===== src/rtl/spi_rom_responder.sv =====
// SPI mode-0 serial ROM responder (READ 0x03, JEDEC ID 0x9F, STATUS 0x05).
// All SPI pins are resynchronized into clk; edges are detected on the
// synchronized copies, so sclk must run at clk/8 or slower.
// Ports:
//   clk, rst_n              system clock, async active-low reset
//   spi_cs_n/sclk/di        SPI initiator inputs (asynchronous to clk)
//   spi_do, spi_do_oe       responder data and pad output enable
//   mem_rd, mem_addr        one-cycle read strobe and byte address
//   mem_rdata               read data, valid one clk after mem_rd
//   busy                    inverse of synchronized cs_n
module spi_rom_responder #(
  parameter logic [23:0] JEDEC_ID    = 24'hEF4018,
  parameter logic [7:0]  STATUS_BYTE = 8'h00
) (
  input  logic        clk,
  input  logic        rst_n,
  input  logic        spi_cs_n,
  input  logic        spi_sclk,
  input  logic        spi_di,
  output logic        spi_do,
  output logic        spi_do_oe,
  output logic        mem_rd,
  output logic [23:0] mem_addr,
  input  logic [7:0]  mem_rdata,
  output logic        busy
);

  localparam int unsigned ADDR_W = 24;
  localparam int unsigned BYTE_W = 8;
  localparam int unsigned CNT_W  = 5;
  localparam int unsigned IDX_W  = 2;

  typedef enum logic [2:0] {
    S_IDLE   = 3'd0,
    S_CMD    = 3'd1,
    S_ADDR   = 3'd2,
    S_DATA   = 3'd3,
    S_ID     = 3'd4,
    S_STAT   = 3'd5,
    S_IGNORE = 3'd6
  } state_t;

  // Synchronizers and edge-detect history
  logic       cs_meta, cs_sync, cs_prev;
  logic       sclk_meta, sclk_sync, sclk_prev;
  logic       di_meta, di_sync;
  logic [1:0] fill_q;
  logic       armed_q;

  logic cs_rise, cs_fall, sclk_rise, sclk_fall;

  // FSM and datapath registers
  state_t              state_q, state_d;
  logic [CNT_W-1:0]    bit_cnt_q, bit_cnt_d;
  logic [BYTE_W-1:0]   shift_q, shift_d;
  logic [ADDR_W-1:0]   addr_q, addr_d;
  logic [IDX_W-1:0]    id_idx_q, id_idx_d;
  logic                rd_pend_q, rd_pend_d;
  logic [BYTE_W-1:0]   pbuf_q, pbuf_d;
  logic                do_d, oe_d, mem_rd_d;
  logic [ADDR_W-1:0]   mem_addr_d;
  logic [BYTE_W-1:0]   load_byte;
  logic [BYTE_W-1:0]   cmd_byte;
  logic [ADDR_W-1:0]   addr_shift;

  // 2-flop synchronizers; busy tracks the synchronized cs_n in lockstep.
  // fill_q marks when cs_sync holds a real post-reset sample, so a cs_n that
  // was already low across reset is not mistaken for a falling edge.
  always_ff @(posedge clk or negedge rst_n) begin
    if (!rst_n) begin
      cs_meta   <= 1'b1;
      cs_sync   <= 1'b1;
      cs_prev   <= 1'b1;
      sclk_meta <= 1'b0;
      sclk_sync <= 1'b0;
      sclk_prev <= 1'b0;
      di_meta   <= 1'b0;
      di_sync   <= 1'b0;
      fill_q    <= '0;
      armed_q   <= 1'b0;
      busy      <= 1'b0;
    end else begin
      cs_meta   <= spi_cs_n;
      cs_sync   <= cs_meta;
      cs_prev   <= cs_sync;
      busy      <= ~cs_meta;
      sclk_meta <= spi_sclk;
      sclk_sync <= sclk_meta;
      sclk_prev <= sclk_sync;
      di_meta   <= spi_di;
      di_sync   <= di_meta;
      fill_q    <= {fill_q[0], 1'b1};
      if (fill_q[1] && cs_sync) armed_q <= 1'b1;
    end
  end

  assign cs_rise   = cs_sync & ~cs_prev;
  assign cs_fall   = ~cs_sync & cs_prev & armed_q;
  assign sclk_rise = sclk_sync & ~sclk_prev;
  assign sclk_fall = ~sclk_sync & sclk_prev;

  // State and datapath register
  always_ff @(posedge clk or negedge rst_n) begin
    if (!rst_n) begin
      state_q   <= S_IDLE;
      bit_cnt_q <= '0;
      shift_q   <= '0;
      addr_q    <= '0;
      id_idx_q  <= '0;
      rd_pend_q <= 1'b0;
      pbuf_q    <= '0;
      spi_do    <= 1'b0;
      spi_do_oe <= 1'b0;
      mem_rd    <= 1'b0;
      mem_addr  <= '0;
    end else begin
      state_q   <= state_d;
      bit_cnt_q <= bit_cnt_d;
      shift_q   <= shift_d;
      addr_q    <= addr_d;
      id_idx_q  <= id_idx_d;
      rd_pend_q <= rd_pend_d;
      pbuf_q    <= pbuf_d;
      spi_do    <= do_d;
      spi_do_oe <= oe_d;
      mem_rd    <= mem_rd_d;
      mem_addr  <= mem_addr_d;
    end
  end

  // Next-state and output logic
  always_comb begin
    state_d    = state_q;
    bit_cnt_d  = bit_cnt_q;
    shift_d    = shift_q;
    addr_d     = addr_q;
    id_idx_d   = id_idx_q;
    do_d       = spi_do;
    oe_d       = spi_do_oe;
    mem_rd_d   = 1'b0;
    mem_addr_d = mem_addr;
    rd_pend_d  = mem_rd;
    pbuf_d     = rd_pend_q ? mem_rdata : pbuf_q;
    cmd_byte   = {shift_q[BYTE_W-2:0], di_sync};
    addr_shift = {addr_q[ADDR_W-2:0], di_sync};

    // Byte presented at the next byte boundary in the streaming states
    load_byte = STATUS_BYTE;
    if (state_q == S_DATA) begin
      load_byte = pbuf_q;
    end else if (state_q == S_ID) begin
      case (id_idx_q)
        2'd0:    load_byte = JEDEC_ID[23:16];
        2'd1:    load_byte = JEDEC_ID[15:8];
        default: load_byte = JEDEC_ID[7:0];
      endcase
    end

    if (cs_rise) begin
      // Deselect wins over any coincident sclk edge; partial byte is dropped
      state_d   = S_IDLE;
      bit_cnt_d = '0;
      shift_d   = '0;
      id_idx_d  = '0;
      do_d      = 1'b0;
      oe_d      = 1'b0;
    end else begin
      case (state_q)
        S_IDLE: begin
          if (cs_fall) begin
            state_d   = S_CMD;
            bit_cnt_d = '0;
            shift_d   = '0;
            id_idx_d  = '0;
            do_d      = 1'b0;
            oe_d      = 1'b0;
          end
        end

        S_CMD: begin
          if (sclk_rise) begin
            shift_d = cmd_byte;
            if (bit_cnt_q == CNT_W'(7)) begin
              bit_cnt_d = '0;
              shift_d   = '0;
              case (cmd_byte)
                8'h03:   state_d = S_ADDR;
                8'h9F:   state_d = S_ID;
                8'h05:   state_d = S_STAT;
                default: state_d = S_IGNORE;
              endcase
            end else begin
              bit_cnt_d = bit_cnt_q + CNT_W'(1);
            end
          end
        end

        S_ADDR: begin
          if (sclk_rise) begin
            addr_d = addr_shift;
            if (bit_cnt_q == CNT_W'(ADDR_W - 1)) begin
              bit_cnt_d  = '0;
              mem_rd_d   = 1'b1;
              mem_addr_d = addr_shift;
              state_d    = S_DATA;
            end else begin
              bit_cnt_d = bit_cnt_q + CNT_W'(1);
            end
          end
        end

        S_DATA, S_ID, S_STAT: begin
          if (sclk_fall) begin
            oe_d = 1'b1;
            if (bit_cnt_q == '0) begin
              do_d    = load_byte[BYTE_W-1];
              shift_d = {load_byte[BYTE_W-2:0], 1'b0};
            end else begin
              do_d    = shift_q[BYTE_W-1];
              shift_d = {shift_q[BYTE_W-2:0], 1'b0};
            end
          end else if (sclk_rise) begin
            if (bit_cnt_q == CNT_W'(7)) begin
              bit_cnt_d = '0;
              if (state_q == S_DATA) begin
                // Prefetch the next byte while bit 0 of this one is sampled
                addr_d     = addr_q + ADDR_W'(1);
                mem_addr_d = addr_q + ADDR_W'(1);
                mem_rd_d   = 1'b1;
              end else if (state_q == S_ID) begin
                id_idx_d = (id_idx_q == IDX_W'(2)) ? '0 : id_idx_q + IDX_W'(1);
              end
            end else begin
              bit_cnt_d = bit_cnt_q + CNT_W'(1);
            end
          end
        end

        S_IGNORE: begin
          do_d = 1'b0;
          oe_d = 1'b0;
        end

        default: begin
          state_d = S_IDLE;
          do_d    = 1'b0;
          oe_d    = 1'b0;
        end
      endcase
    end
  end

endmodule


===== config.mk =====
export PLATFORM = sky130hd
export DESIGN_NAME = spi_rom_responder
export DESIGN_NICKNAME = d
export VERILOG_FILES = /design/src/rtl/spi_rom_responder.sv
export SDC_FILE = /design/constraint.sdc
export NUM_CORES = 1
export LEC_CHECK = 0
export BUFFER_PORTS_ARGS = -buffer_cell sky130_fd_sc_hd__buf_2
export CORE_AREA = 2 2 100 102
export DETAILED_ROUTE_END_ITERATION = 8
export DIE_AREA = 0 0 102 104
export PLACE_DENSITY = 0.82
export RECOVER_POWER = 100
export SLEW_MARGIN = 0
export SYNTH_ARGS = -nofsm -noshare
export SYNTH_HDL_FRONTEND = slang
export SYNTH_SLANG_ARGS = --single-unit

===== constraint.sdc =====
create_clock -name clk -period 3.4 [get_ports clk]
set_input_delay 0.17 -clock clk [delete_from_list [all_inputs] [get_ports clk]]
set_output_delay 0.17 -clock clk [all_outputs]
set_load 0.01 [all_outputs]

==> impl_metrics.tcl <==
set metrics [dict create \
    violations "max-capacitance violations, max-slew violations" \
    timing.rr.end "mem_addr[20]" \
    hold_start "mem_rdata[4]" \
    grtUsageTotal_pct 23.6 \
    drv_cap 1 \
    antennaDiodeCount 0 \
    area_growth_pct 5.65 \
    syn-num-nets 568 \
    p_total_uw 3210 \
    setup_viol 0 \
    drive_above_1_share_pct 10.7 \
    crit_path_top_delay_cell "dfrtp_1" \
    hold_path_class "primary input to register" \
    path_buf_inv 1 \
    fin_crit_sh_pct 76.5 \
    min_to "pbuf_q[4]" \
    powerDensity_nw_per_um2 594 \
    crit_cells 5 \
    clk_latency_ps 380 \
    cp.required_ps 3690 \
    grt_pass1_wl_um 20100 \
    crit_family "compound AO/OA/AOI/OAI gates" \
    drt_first_pass_iters 5 \
    grt_pass1_vias 4240 \
    clkSlewWorstSetupHoldPaths_ps 100 \
    avgRoutedWirePerCell_um 17.3 \
    critical_path.cell_chain "and3b_1 > a21oi_1 > clkbuf_2 > a221oi_1 > o41ai_2" \
    grt_max_degree 82 \
    setup_tns_ps 0 \
    cp_slowest_stage_delay_ps 730 \
    rr_startpoint "state_q[2]" \
    core_um2 9550 \
    timing.final.hold_violations 0 \
    ys_ff_latch 90 \
    synthArstFlopShare_pct 100 \
    fillers 885 \
    multi_input_area_um2 2510 \
    nNetsFinal 580 \
    status "finished with violations" \
    synth-main-ff-cell "dfrtp_1" \
    wirelength_um 12100 \
    regArea_um2 2260 \
    ir_worst_vdd_v 0.000308 \
    antenna_found_initial 0 \
    syn-mean-instance-area_um2 9.27 \
    maxSlewHeadroom_pct -34.2 \
    numPortBuffers 40 \
    finalMaxSlewViolations 82 \
    syn_inst 552 \
    place_hpwl_um 8090 \
    crit_type "register to register" \
    period_minus_slack_ps 2600 \
    synth-seq-area-share_pct 44.1 \
    cts_tree "yes" \
    synth_edf_count 0 \
    cts-htree-levels 3 \
    post_cts_buffers 0 \
    worst_pin_slew_ps 2010 \
    layout_common_cells "87 x dfrtp_1, 65 x nand2_1, 48 x a21oi_1" \
    rows 36 \
    cp-end-kind "register" \
    vias 4400 \
    ys_types 78 \
    drt_iter0_drc 458 \
    die_y_um 104 \
    cp-start-kind "register" \
    worstRegToRegCells 5 \
    clock_skew_ps 17.9 \
    cp.arrival_ps 2890 \
    hold_path_depth 2 \
    rrSetupSlack_ps 800 \
    initial_core_util_pct 53.6 \
    yosys_warnings 0 \
    clock_path_buffers 2 \
    gp_congestion 0.884 \
    leakage_uw 0.00218 \
    max_freq_mhz 384 \
    worst-path-max-fanout 36 \
    layout_commonest_cell "dfrtp_1" \
    fp.dieW_um 102 \
    drc_errors 0 \
    cts-root-buf "clkbuf_8" \
    ios 41 \
    dieArea_um2 10600 \
    avgViaCountPerCell 6.27 \
    ant_nets 0 \
    cts.sinks 90 \
    cts-buffers-inserted 9 \
    rsz0062_at_grt "false" \
    grt-ovfl-total 0 \
    syn_area_um2 5120 \
]
-- kinds of logic after synthesis --
kind of cell	Yosys count	synth area share (%)
buffers and inverters	61	5.80
xor gates and xnor gates	8	1.37
AOI/OAI and AO/OA	170	23.2
and+or+nand+nor	203	21.3
other	1	0.0733
adders and majority gates	3	0.734
DFF	90	44.1
muxes	16	3.42
-- registers in the layout, indices dropped and copies added, names as in the netlist, 2 cells and up --
register	cells
addr_q	24
fill_q	2
state_q	3
bit_cnt_q	5
pbuf_q	8
id_idx_q	2
shift_q	8
mem_addr	24
-- synth_stat cells, types with 8 or more instances --
| master | number | area share, % |
|---|---|---|
| a22o_1 | 13 | 2.2 |
| nand4_1 | 9 | 1.1 |
| dfrtp_1 | 87 | 43 |
| a21oi_1 | 48 | 4.7 |
| inv_1 | 11 | 0.81 |
| o21ai_0 | 25 | 2.4 |
| clkbuf_1 | 10 | 0.73 |
| xnor2_1 | 8 | 1.4 |
| nand2_1 | 65 | 4.8 |
| o21ai_1 | 11 | 1.1 |
| nor3_1 | 21 | 2.1 |
| mux2_2 | 12 | 2.6 |
| nand3_1 | 16 | 1.6 |
| buf_2 | 30 | 2.9 |
| nor2_1 | 39 | 2.9 |
-- worst max-delay path by stage --
stage	start	to	slack, ps
5_1_grt	state_q[2]	mem_addr[4]	550
4_1_cts	bit_cnt_q[0]	addr_q[20]	1020
3_5_place_dp	bit_cnt_q[0]	addr_q[20]	1040
2_1_floorplan	bit_cnt_q[0]	addr_q[20]	1480
3_3_place_gp	bit_cnt_q[0]	addr_q[20]	1120
6_report	state_q[2]	mem_addr[20]	800
-- area by class of cell --
| cell class | count | area share (%) |
|---|---|---|
| well taps | 133 | 3.08 |
| clock buffers | 11 | 2.80 |
| multi-input cells | 401 | 46.4 |
| flip-flops and latches | 90 | 41.7 |
| clock inverters | 5 | 0.671 |
| inverters | 12 | 0.856 |
| repair buffers | 50 | 4.47 |
-- per-layer routing --
metal  global-route usage (%)  part of all wire [%]  up-vias
met5                        0                     0        -
met4                     9.81                   2.6        0
met1                     29.8                    43     2127
met2                     37.9                    48      195
li1                         -                     -     2050
met3                     6.59                   6.5       28
-- power by group --
group / leakage, uW / switching, uW / total, uW / internal (uW)
registers: 0.00121 / 218 / 1380 / 1160
clock network: 0.0000880 / 397 / 704 / 307
logic: 0.000887 / 721 / 1130 / 407
total: 0.00218 / 1340 / 3210 / 1880
-- timing repair --
item	in CTS	in global routing
resized for setup	0	0
hold buffers	3	0
endpoints found under the hold margin	3	0
-- per-stage QoR --
step	cell area [um2]	utilization [%]	hold WS, ps	setup WS [ps]	cells
finish	5410	56.6	23.7	798	702
global route	5410	56.6	13.3	549	702
CTS	5510	57.7	6.15	1020	702
detailed placement	5290	55.4	277	1040	683
global placement	5290	55.4	276	1120	683
floorplan	5120	-	-126	1480	552
Power figures use the tool's default switching activity.
